$ cat src/rtl/pg_input_stage_pkg.sv
// Shared types and defaults for the generate/propagate input stage.
package pg_input_stage_pkg;

  localparam int N_DEFAULT = 4;

  typedef enum logic [1:0] {
    ST_EMPTY = 2'd0,
    ST_HALF  = 2'd1,
    ST_FULL  = 2'd2
  } skid_state_t;

endpackage

$ cat src/rtl/pg_input_stage_if.sv
// Operand-in / generate-propagate-out handshake bundle.
interface pg_input_stage_if
  import pg_input_stage_pkg::*;
#(
  parameter int N = N_DEFAULT
);
  logic [N-1:0] a;
  logic [N-1:0] b;
  logic         carry_in;
  logic         in_valid;
  logic         in_ready;
  logic [N-1:0] g;
  logic [N-1:0] p;
  logic         cin_out;
  logic         out_valid;
  logic         out_ready;

  modport slave (
    input  a, b, carry_in, in_valid, out_ready,
    output in_ready, g, p, cin_out, out_valid
  );

  modport master (
    output a, b, carry_in, in_valid, out_ready,
    input  in_ready, g, p, cin_out, out_valid
  );
endinterface

$ cat src/rtl/pg_input_stage_skid_buffer.sv
// Two-entry skid buffer: output register plus one skid slot, registered in_ready.
//   state    | meaning
//   EMPTY    | nothing held
//   HALF     | output register holds an item
//   FULL     | output register and skid slot both hold items
module pg_skid_buffer
  import pg_input_stage_pkg::*;
#(
  parameter int W = 9
) (
  input  logic         clk,
  input  logic         rst,
  input  logic [W-1:0] in_data,
  input  logic         in_valid,
  output logic         in_ready,
  output logic [W-1:0] out_data,
  output logic         out_valid,
  input  logic         out_ready
);

  skid_state_t  state_q, state_d;
  logic [W-1:0] out_q, out_d;
  logic [W-1:0] skid_q, skid_d;
  logic         in_ready_q, in_ready_d;
  logic         in_xfer, out_xfer;

  assign out_valid = (state_q != ST_EMPTY);
  assign in_ready  = in_ready_q;
  assign out_data  = out_q;
  assign in_xfer   = in_valid & in_ready_q;
  assign out_xfer  = out_valid & out_ready;

  always_ff @(posedge clk or posedge rst) begin
    if (rst) begin
      state_q    <= ST_EMPTY;
      out_q      <= '0;
      skid_q     <= '0;
      in_ready_q <= 1'b0;
    end else begin
      state_q    <= state_d;
      out_q      <= out_d;
      skid_q     <= skid_d;
      in_ready_q <= in_ready_d;
    end
  end

  always_comb begin
    state_d = state_q;
    out_d   = out_q;
    skid_d  = skid_q;
    case (state_q)
      ST_EMPTY: begin
        if (in_xfer) begin
          out_d   = in_data;
          state_d = ST_HALF;
        end
      end
      ST_HALF: begin
        case ({in_xfer, out_xfer})
          2'b11: out_d = in_data;
          2'b10: begin
            skid_d  = in_data;
            state_d = ST_FULL;
          end
          2'b01: state_d = ST_EMPTY;
          default: ;
        endcase
      end
      ST_FULL: begin
        if (out_xfer) begin
          out_d   = skid_q;
          state_d = ST_HALF;
        end
      end
      default: state_d = ST_EMPTY;
    endcase
    // Ready is registered from the next state, so it never depends on out_ready combinationally.
    in_ready_d = (state_d != ST_FULL);
  end

endmodule

$ cat src/rtl/pg_input_stage.sv
// Computes bitwise generate/propagate vectors and registers them with the carry-in.
module pg_input_stage
  import pg_input_stage_pkg::*;
#(
  parameter int N = N_DEFAULT
) (
  input  logic            clk,
  input  logic            reset,
  pg_input_stage_if.slave bus
);

  localparam int W = 2 * N + 1;

  logic [W-1:0] pg_in;
  logic [W-1:0] pg_out;

  assign pg_in = {bus.a & bus.b, bus.a ^ bus.b, bus.carry_in};

  pg_skid_buffer #(.W(W)) u_skid (
    .clk       (clk),
    .rst       (reset),
    .in_data   (pg_in),
    .in_valid  (bus.in_valid),
    .in_ready  (bus.in_ready),
    .out_data  (pg_out),
    .out_valid (bus.out_valid),
    .out_ready (bus.out_ready)
  );

  assign bus.g       = pg_out[2*N:N+1];
  assign bus.p       = pg_out[N:1];
  assign bus.cin_out = pg_out[0];

endmodule

$ cat src/flat_wrapper.sv
// flat-port wrapper written by rule: the top's interface ports become plain ports
module pg_input_stage_flat import pg_input_stage_pkg::*;
#(
  parameter int N = N_DEFAULT
)
  (clk, reset, bus_a, bus_b, bus_carry_in, bus_in_valid, bus_out_ready, bus_in_ready, bus_g, bus_p, bus_cin_out, bus_out_valid);
  pg_input_stage_if #(.N(N)) bus_i ();
  input  logic clk;
  input  logic reset;
  input wire logic [$bits(bus_i.a)-1:0] bus_a;
  input wire logic [$bits(bus_i.b)-1:0] bus_b;
  input wire logic [$bits(bus_i.carry_in)-1:0] bus_carry_in;
  input wire logic [$bits(bus_i.in_valid)-1:0] bus_in_valid;
  input wire logic [$bits(bus_i.out_ready)-1:0] bus_out_ready;
  output wire logic [$bits(bus_i.in_ready)-1:0] bus_in_ready;
  output wire logic [$bits(bus_i.g)-1:0] bus_g;
  output wire logic [$bits(bus_i.p)-1:0] bus_p;
  output wire logic [$bits(bus_i.cin_out)-1:0] bus_cin_out;
  output wire logic [$bits(bus_i.out_valid)-1:0] bus_out_valid;
  assign bus_i.a = bus_a;
  assign bus_i.b = bus_b;
  assign bus_i.carry_in = bus_carry_in;
  assign bus_i.in_valid = bus_in_valid;
  assign bus_i.out_ready = bus_out_ready;
  assign bus_in_ready = bus_i.in_ready;
  assign bus_g = bus_i.g;
  assign bus_p = bus_i.p;
  assign bus_cin_out = bus_i.cin_out;
  assign bus_out_valid = bus_i.out_valid;
  pg_input_stage #(.N(N)) u_core (.clk(clk), .reset(reset), .bus(bus_i));
endmodule
$ cat config.mk
export PLATFORM = sky130hd
export DESIGN_NAME = pg_input_stage_flat
export DESIGN_NICKNAME = d
export VERILOG_FILES = /design/src/rtl/pg_input_stage_pkg.sv /design/src/rtl/pg_input_stage_if.sv /design/src/rtl/pg_input_stage_skid_buffer.sv /design/src/rtl/pg_input_stage.sv /design/src/flat_wrapper.sv
export SDC_FILE = /design/constraint.sdc
export NUM_CORES = 1
export LEC_CHECK = 0
export CORE_MARGIN = 3
export CORE_UTILIZATION = 35
export DETAILED_ROUTE_END_ITERATION = 6
export DONT_BUFFER_PORTS = 1
export PLACE_DENSITY_LB_ADDON = 0.08
export SYNTH_ARGS = -nofsm -noshare
export SYNTH_HDL_FRONTEND = slang
export SYNTH_SLANG_ARGS = --single-unit
$ cat constraint.sdc
create_clock -name clk -period 2.3 [get_ports clk]
set_input_delay 0.345 -clock clk [delete_from_list [all_inputs] [get_ports clk]]
set_output_delay 0.345 -clock clk [all_outputs]
set_load 0.01 [all_outputs]
==> run_summary.xml <==
<?xml version="1.0" encoding="UTF-8"?>
<metrics>
  <group name="synth">
    <metric name="synth_warnings" unit="">0</metric>
    <metric name="yosysSeqAreaShare" unit="%">49.70</metric>
    <metric name="postSynthRegisterBits" unit="">21</metric>
    <metric name="post_synth_instance_area" unit="um^2">1057</metric>
    <metric name="yosys.cell_types.count" unit="">17</metric>
    <metric name="postSynthCellCount" unit="">72</metric>
    <metric name="postSynthAreaPerCell" unit="um^2">14.68</metric>
    <metric name="synth_net_count" unit="">91</metric>
  </group>
  <group name="critical_path">
    <metric name="crit_family" unit="">compound AO/OA/AOI/OAI gates</metric>
    <metric name="required" unit="ns">2.50</metric>
    <metric name="cp_cell_sequence" unit="">or2_2 &gt; nand2_1 &gt; inv_1 &gt; ha_1 &gt; a221o_1 &gt; mux2_4</metric>
    <metric name="timing.critical_path.from_type" unit="">flip-flop</metric>
    <metric name="crit_path_end_kind" unit="">flip-flop</metric>
    <metric name="cp_num_buf_inv" unit="">1</metric>
    <metric name="max_fanout_on_critical_path" unit="">9</metric>
    <metric name="critical_path_class" unit="">flip-flop to flip-flop</metric>
    <metric name="max_stage_delay" unit="ns">0.56</metric>
    <metric name="worst-r2r-cell-count" unit="">6</metric>
    <metric name="cp_slowest_cell" unit="">a221o_1</metric>
    <metric name="path_depth" unit="">6</metric>
    <metric name="crit_path_arrival_time" unit="ns">2.35</metric>
  </group>
  <group name="global_routing">
    <metric name="grt_overflow_total" unit="">0</metric>
    <metric name="grt_pass1_vias" unit="">601</metric>
    <metric name="grt_antenna_before_repair" unit="">0</metric>
    <metric name="grt_pass1_wl" unit="um">2953</metric>
    <metric name="grt_util_all_layers" unit="%">11.37</metric>
    <metric name="grt_max_degree" unit="">22</metric>
  </group>
  <group name="sta">
    <metric name="worst-slew-pin-transition" unit="ns">0.8368</metric>
    <metric name="fin_crit" unit="ns">2.149</metric>
    <metric name="final_hold_viol_count" unit="">0</metric>
    <metric name="fmax" unit="GHz">0.4653</metric>
    <metric name="final.period_utilization" unit="%">93.44</metric>
    <metric name="final-setup-viol-count" unit="">0</metric>
    <metric name="maxSlewViolCount" unit="">0</metric>
    <metric name="worst_slew_margin_rel" unit="%">44.15</metric>
    <metric name="final_critical_path_setup_slack" unit="ns">0.1510</metric>
    <metric name="timing.clock.skew" unit="ns">0.003954</metric>
    <metric name="worst_hold_slack" unit="ns">0.08245</metric>
    <metric name="grt_setup_unrepaired" unit="">false</metric>
    <metric name="tns" unit="ns">0</metric>
  </group>
  <group name="power">
    <metric name="power.combinational.fraction" unit="%">39.5</metric>
    <metric name="p_total" unit="mW">1.416</metric>
    <metric name="p_seq_share" unit="%">47.6</metric>
    <metric name="clkPwrFrac" unit="%">12.8</metric>
    <metric name="ir_drop" unit="V">0.0004372</metric>
    <metric name="power_per_cell_area" unit="nW/um^2">1282</metric>
    <metric name="power_report.internal_total" unit="mW">0.9488</metric>
    <metric name="net-switching-power" unit="mW">0.4677</metric>
    <metric name="power_leakage" unit="nW">0.5147</metric>
    <metric name="switching_share" unit="%">33.02</metric>
  </group>
  <group name="floorplanning">
    <metric name="core_area" unit="um^2">2829</metric>
    <metric name="chipWidth" unit="um">60.96</metric>
    <metric name="num_io_pins" unit="">24</metric>
    <metric name="chipHeight" unit="um">60.96</metric>
    <metric name="std_cell_rows" unit="">19</metric>
    <metric name="initial_util" unit="%">37.37</metric>
    <metric name="design.die.area" unit="um^2">3716</metric>
  </group>
  <group name="layout">
    <metric name="fraction_of_layout_cells_with_a_size_suffix_above_1" unit="%">45.21</metric>
    <metric name="filler_cell_count" unit="">288</metric>
    <metric name="fin_cells" unit="">104</metric>
    <metric name="final_core_utilization" unit="%">39.05</metric>
    <metric name="areaGrowthSynthToFinish" unit="%">4.497</metric>
    <metric name="antennaDiodeCount" unit="">0</metric>
    <metric name="fin_nets" unit="">93</metric>
    <metric name="post-route-cell-area" unit="um^2">1105</metric>
  </group>
  <group name="cts">
    <metric name="clock-root-buffer" unit="">clkbuf_4</metric>
    <metric name="post_cts_resized" unit="">0</metric>
    <metric name="cts_setup_buffers" unit="">0</metric>
    <metric name="tritoncts.num_buffers" unit="">3</metric>
    <metric name="max-clock-path-buffers" unit="">2</metric>
    <metric name="clock-sinks" unit="">21</metric>
    <metric name="cts_htree_levels" unit="">1</metric>
    <metric name="cts.clk_slew.worst_paths" unit="ns">0.12</metric>
    <metric name="worstSkewPairLatency" unit="ns">0.30</metric>
    <metric name="hold_buf_cts" unit="">0</metric>
    <metric name="tritoncts" unit="">built</metric>
  </group>
  <group name="hold_path">
    <metric name="holdCritPathClass" unit="">primary input to asynchronous set/reset pin</metric>
  </group>
  <group name="place">
    <metric name="post-place-cells" unit="">100</metric>
    <metric name="finalWeightedCongestion" unit="">0.7928</metric>
    <metric name="setup_slack_at_placement" unit="ns">0.1647</metric>
    <metric name="post_detailed_placement_cell_area" unit="um^2">1079</metric>
    <metric name="dp_hpwl" unit="um">1270</metric>
    <metric name="portBuffers" unit="">0</metric>
  </group>
  <group name="routing">
    <metric name="drc_errors" unit="">0</metric>
    <metric name="dr_total_vias" unit="">565</metric>
    <metric name="drt_pre_antenna_iters" unit="">2</metric>
    <metric name="antenna_violating_nets_post_route" unit="">0</metric>
    <metric name="detail_route.vias_per_cell" unit="">5.433</metric>
    <metric name="dr.first_iter.drc_count" unit="">14</metric>
    <metric name="route.detailed.wl_per_inst" unit="um">18.20</metric>
    <metric name="route.final.wire_length" unit="um">1893</metric>
  </group>
  <group name="flow_run">
    <metric name="max_cap_viol_count" unit="">0</metric>
  </group>
  <group name="run_status">
    <metric name="result_of_the_run" unit="">complete, no violations</metric>
  </group>
</metrics>
## logic make-up (layout without fill, tap and decap cells)
group	after synthesis	in the layout	synth area share, %
flip-flops	21	21	49.70
multiplexers	27	27	31.95
adder cells (fa/ha/maj)	6	6	7.100
AND/OR/NAND/NOR	8	8	4.853
buffers and inverters	6	7	3.077
AO/OA/AOI/OAI	4	4	3.314
## per-layer routing
| layer | up-vias | GRT usage [%] | wire length [um] |
|---|---|---|---|
| met3 | 2 | 2.979 | 107 |
| met1 | 283 | 15.42 | 953 |
| met4 | 0 | 5.573 | 19 |
| met2 | 16 | 16.79 | 813 |
| li1 | 264 | - | - |
| met5 | - | 0 | 0 |
## path summary, 6_finish.rpt
check	from	slack, ns	end
setup / recovery	u_core.u_skid.state_q[0]$_DFF_PP0_	0.15	u_core.u_skid.out_data[2]$_DFFE_PP0P_
hold / removal	reset	0.08	u_core.u_skid.out_data[8]$_DFFE_PP0P_
setup reg to reg	u_core.u_skid.state_q[0]$_DFF_PP0_	0.15	u_core.u_skid.out_data[2]$_DFFE_PP0P_
hold reg to reg	u_core.u_skid.skid_q[1]$_DFFE_PP0P_	0.52	u_core.u_skid.skid_q[1]$_DFFE_PP0P_
max in group asynchronous	reset	1.70	u_core.u_skid.skid_q[0]$_DFFE_PP0P_
min in group clk	bus_out_ready	0.12	u_core.u_skid.state_q[1]$_DFF_PP0_
## synthesized netlist by cell type
| master | count | area (um^2) |
|---|---|---|
| dfrtp_1 | 21 | 525.5 |
| nand2b_1 | 1 | 6.260 |
| buf_2 | 2 | 10.01 |
| or2_2 | 1 | 6.260 |
| buf_1 | 1 | 3.750 |
| and2_1 | 1 | 6.260 |
| a221o_1 | 2 | 20.02 |
| inv_1 | 2 | 7.510 |
| o22a_1 | 1 | 8.760 |
| and4bb_2 | 1 | 12.51 |
| mux2_4 | 9 | 135.1 |
| mux2_2 | 18 | 202.7 |
| buf_6 | 1 | 11.26 |
| nor2b_1 | 2 | 12.51 |
| ha_1 | 6 | 75.07 |
| nand2_1 | 2 | 7.510 |
| o22ai_1 | 1 | 6.260 |
## sequential cells by signal, indices dropped and copies added (netlist names)
name and flops:
u_core.u_skid.out_data 9, u_core.u_skid.in_ready 1, u_core.u_skid.skid_q 9, u_core.u_skid.state_q 2
## worst register-to-register path: cells and delay by family, from the launching register on
kind / cells / cell delay (ns)
AO/OA/AOI/OAI: 1 / 0.56
adder cells (fa/ha/maj): 1 / 0.18
buffers and inverters: 1 / 0.05
flip-flops: 1 / 0.42
multiplexers: 1 / 0.39
AND/OR/NAND/NOR: 2 / 0.44
## placed cells by master (no fill, tap or decap)
master    count
and4bb_2      1
inv_1         2
buf_4         1
o22a_1        1
and2_1        1
clkbuf_4      3
ha_1          6
clkbuf_1      1
nor2b_1       2
a221o_1       2
o22ai_1       1
dfrtp_1      21
nand2b_1      1
nand2_1       2
mux2_2       18
or2_2         1
mux2_4        9
## final cells by class
| cell class | count | area, um^2 | area share [%] |
|---|---|---|---|
| sequential | 21 | 525.5 | 47.57 |
| multi-input combinational | 45 | 499.2 | 45.19 |
| tap | 31 | 38.79 | 3.511 |
| clock buffer | 4 | 26.28 | 2.378 |
| timing repair buffer | 1 | 7.507 | 0.6795 |
| inverter | 2 | 7.507 | 0.6795 |
## power by group through the flow
stage | Clock (mW) | Sequential, mW | Combinational (mW)
after floorplan | 0 | 0.652 | 0.515
after global placement | 0 | 0.683 | 0.563
after detailed placement | 0 | 0.682 | 0.567
after CTS | 0.191 | 0.678 | 0.568
after global routing | 0.205 | 0.701 | 0.607
final | 0.182 | 0.675 | 0.560
Power figures use the tool's default switching activity.
==> variant, RTL diff (config.mk and constraints unchanged) <==
`N_DEFAULT`: 4 -> 2.
--- a/src/rtl/pg_input_stage_pkg.sv
+++ b/src/rtl/pg_input_stage_pkg.sv
@@ -3,3 +3,3 @@
 
-  localparam int N_DEFAULT = 4;
+  localparam int N_DEFAULT = 2;
 
Ports: changed (resized bus_a, bus_b, bus_g and bus_p); port bits go from 24 to 16. The function was not compared with the original's and may differ.
==> variant against the unedited design <==
- routed wire length is 36% lower
- cell area is 33% lower
- sequential cell count is 8 lower
- power is 37% lower
- clock skew is 0.0049 ns higher
- synthesized cell count is 38% lower
- setup slack better by 0.59 ns
- largest power group unchanged
- area after synthesis is 36% lower
==> variant: results (changes against the unedited design) <==
Parameter                              Value

Layout
  Fraction of final layout cells sized beyond drive strength 1 ... 0.449 (was 0.452)
  Non-filler instance count after layout ... 74 (was 104)
  Final #Nets ... 61 (was 93)

Synth
  Number of unique standard cell types used by synthesis ... 16 (was 17)
  Post-synthesis adder-cell area fraction ... 0.0368 (was 0.0710)
  Syn_nets ... 56 (was 91)
  Mean instance size in the synthesized netlist ... 15.1 um2 (was 14.7 um2)
  Portion of netlist area occupied by mux cells ... 0.320 (about the same)
  Share of the synthesized area in compound gates (AO/OA/AOI/OAI) ... 0.0423 (was 0.0331)

Critical path
  Startpoint of the worst-slack reg-to-reg timing path ... u_core.u_skid.state_q[1] (was u_core.u_skid.state_q[0])
  Worst setup slack for register-to-register paths ... 0.75 ns (was 0.15 ns)
  Top delay family on crit path ... multiplexers (was compound AO/OA/AOI/OAI gates)
  Worst EP arrival ... 1.71 ns (was 2.35 ns)
  Maximum net fanout on the critical path ... 6 (was 9)
  Slowest stage cell, crit path ... sky130_fd_sc_hd__dfrtp_1 (was sky130_fd_sc_hd__a221o_1)
  Critical Path Max Stage Delay ... 0.45 ns (was 0.56 ns)

GRT
  Wire length of the first global-routing pass ... 1.91 mm (was 2.95 mm)
  Via count of the first global-routing pass ... 408 (was 601)

Timing
  Worst rel slew slack ... 0.681 (was 0.442)

Clock tree
  Clock latency at the later pin of the worst-skew pair ... 0.27 ns (was 0.30 ns)
  Clock-pin transition on the worst setup and hold timing paths ... 0.08 ns (was 0.12 ns)

Detailed routing
  DRT Wirelength ... 1.21 mm (was 1.89 mm)
  First DRT Iteration DRCs ... 2 (was 14)

Pwr
  Worst IR Drop VDD ... 512 uV (was 437 uV)

Placed design
  RePlAce Congestion ... 0.668 (was 0.793)
  Half-perimeter wire length after placement ... 918 um (was 1.27 mm)

Status
  Run status ... completed (unchanged)
## variant: area by class of cell
class,count,area (um2),area share
Multi-Input combinational cell,30,340,0.462
Sequential cell,13,325,0.441
Tap cell,25,31.3,0.0424
Clock buffer,4,26.3,0.0357
Timing Repair Buffer,1,10.0,0.0136
Inverter,1,3.75,0.00509
## variant: kinds of logic after synthesis
kind of cell,Yosys count
fa+ha+maj,2
compound gates,2
simple gates,10
mux,16
buf+inv,2
flops,13
## variant: repair_timing
| item | 4_1_cts | 5_1_grt |
|---|---|---|
| endpoints found under the hold margin | 13 | 0 |
| endpoints found under the setup margin | 0 | 0 |
| hold buffers | 1 | 0 |
## variant: worst max path at each step
stage,start,endpoint,slack [ns]
floorplan,u_core.u_skid.state_q[1],u_core.u_skid.out_data[0],0.87
global route,u_core.u_skid.state_q[1],u_core.u_skid.out_data[1],0.71
CTS,u_core.u_skid.state_q[1],u_core.u_skid.out_data[1],0.75
detailed placement,u_core.u_skid.state_q[1],u_core.u_skid.out_data[1],0.76
finish,u_core.u_skid.state_q[1],u_core.u_skid.out_data[1],0.75
global placement,u_core.u_skid.state_q[1],u_core.u_skid.out_data[3],0.80
## variant: layer usage
metal	routed length, um	global-route usage	share of wire	vias to the layer above
met1	471	0.113	0.39	191
li1	-	-	-	171
met5	0	0	0	-
met3	81	0.0423	0.067	2
met4	6	0.0691	0.0050	0
met2	648	0.178	0.54	12
## variant: through the flow
| step | total power (uW) | setup slack (ns) | hold WS, ns | instance area (um2) |
|---|---|---|---|---|
| final | 886 | 0.745 | 0.221 | 737 |
| after global placement | 727 | 0.803 | 0.273 | 701 |
| after detailed placement | 752 | 0.756 | 0.290 | 701 |
| after floorplan | 695 | 0.867 | 0.222 | 681 |
| after CTS | 895 | 0.751 | 0.205 | 737 |
| after global routing | 939 | 0.709 | 0.198 | 737 |
## variant: where the power goes
part / switching (uW) / internal [uW] / leakage (uW)
sequential: 99.5 / 334 / 0.000157
combinational: 119 / 190 / 0.000165
clock: 76.3 / 67.1 / 0.0000150
total: 295 / 591 / 0.000337
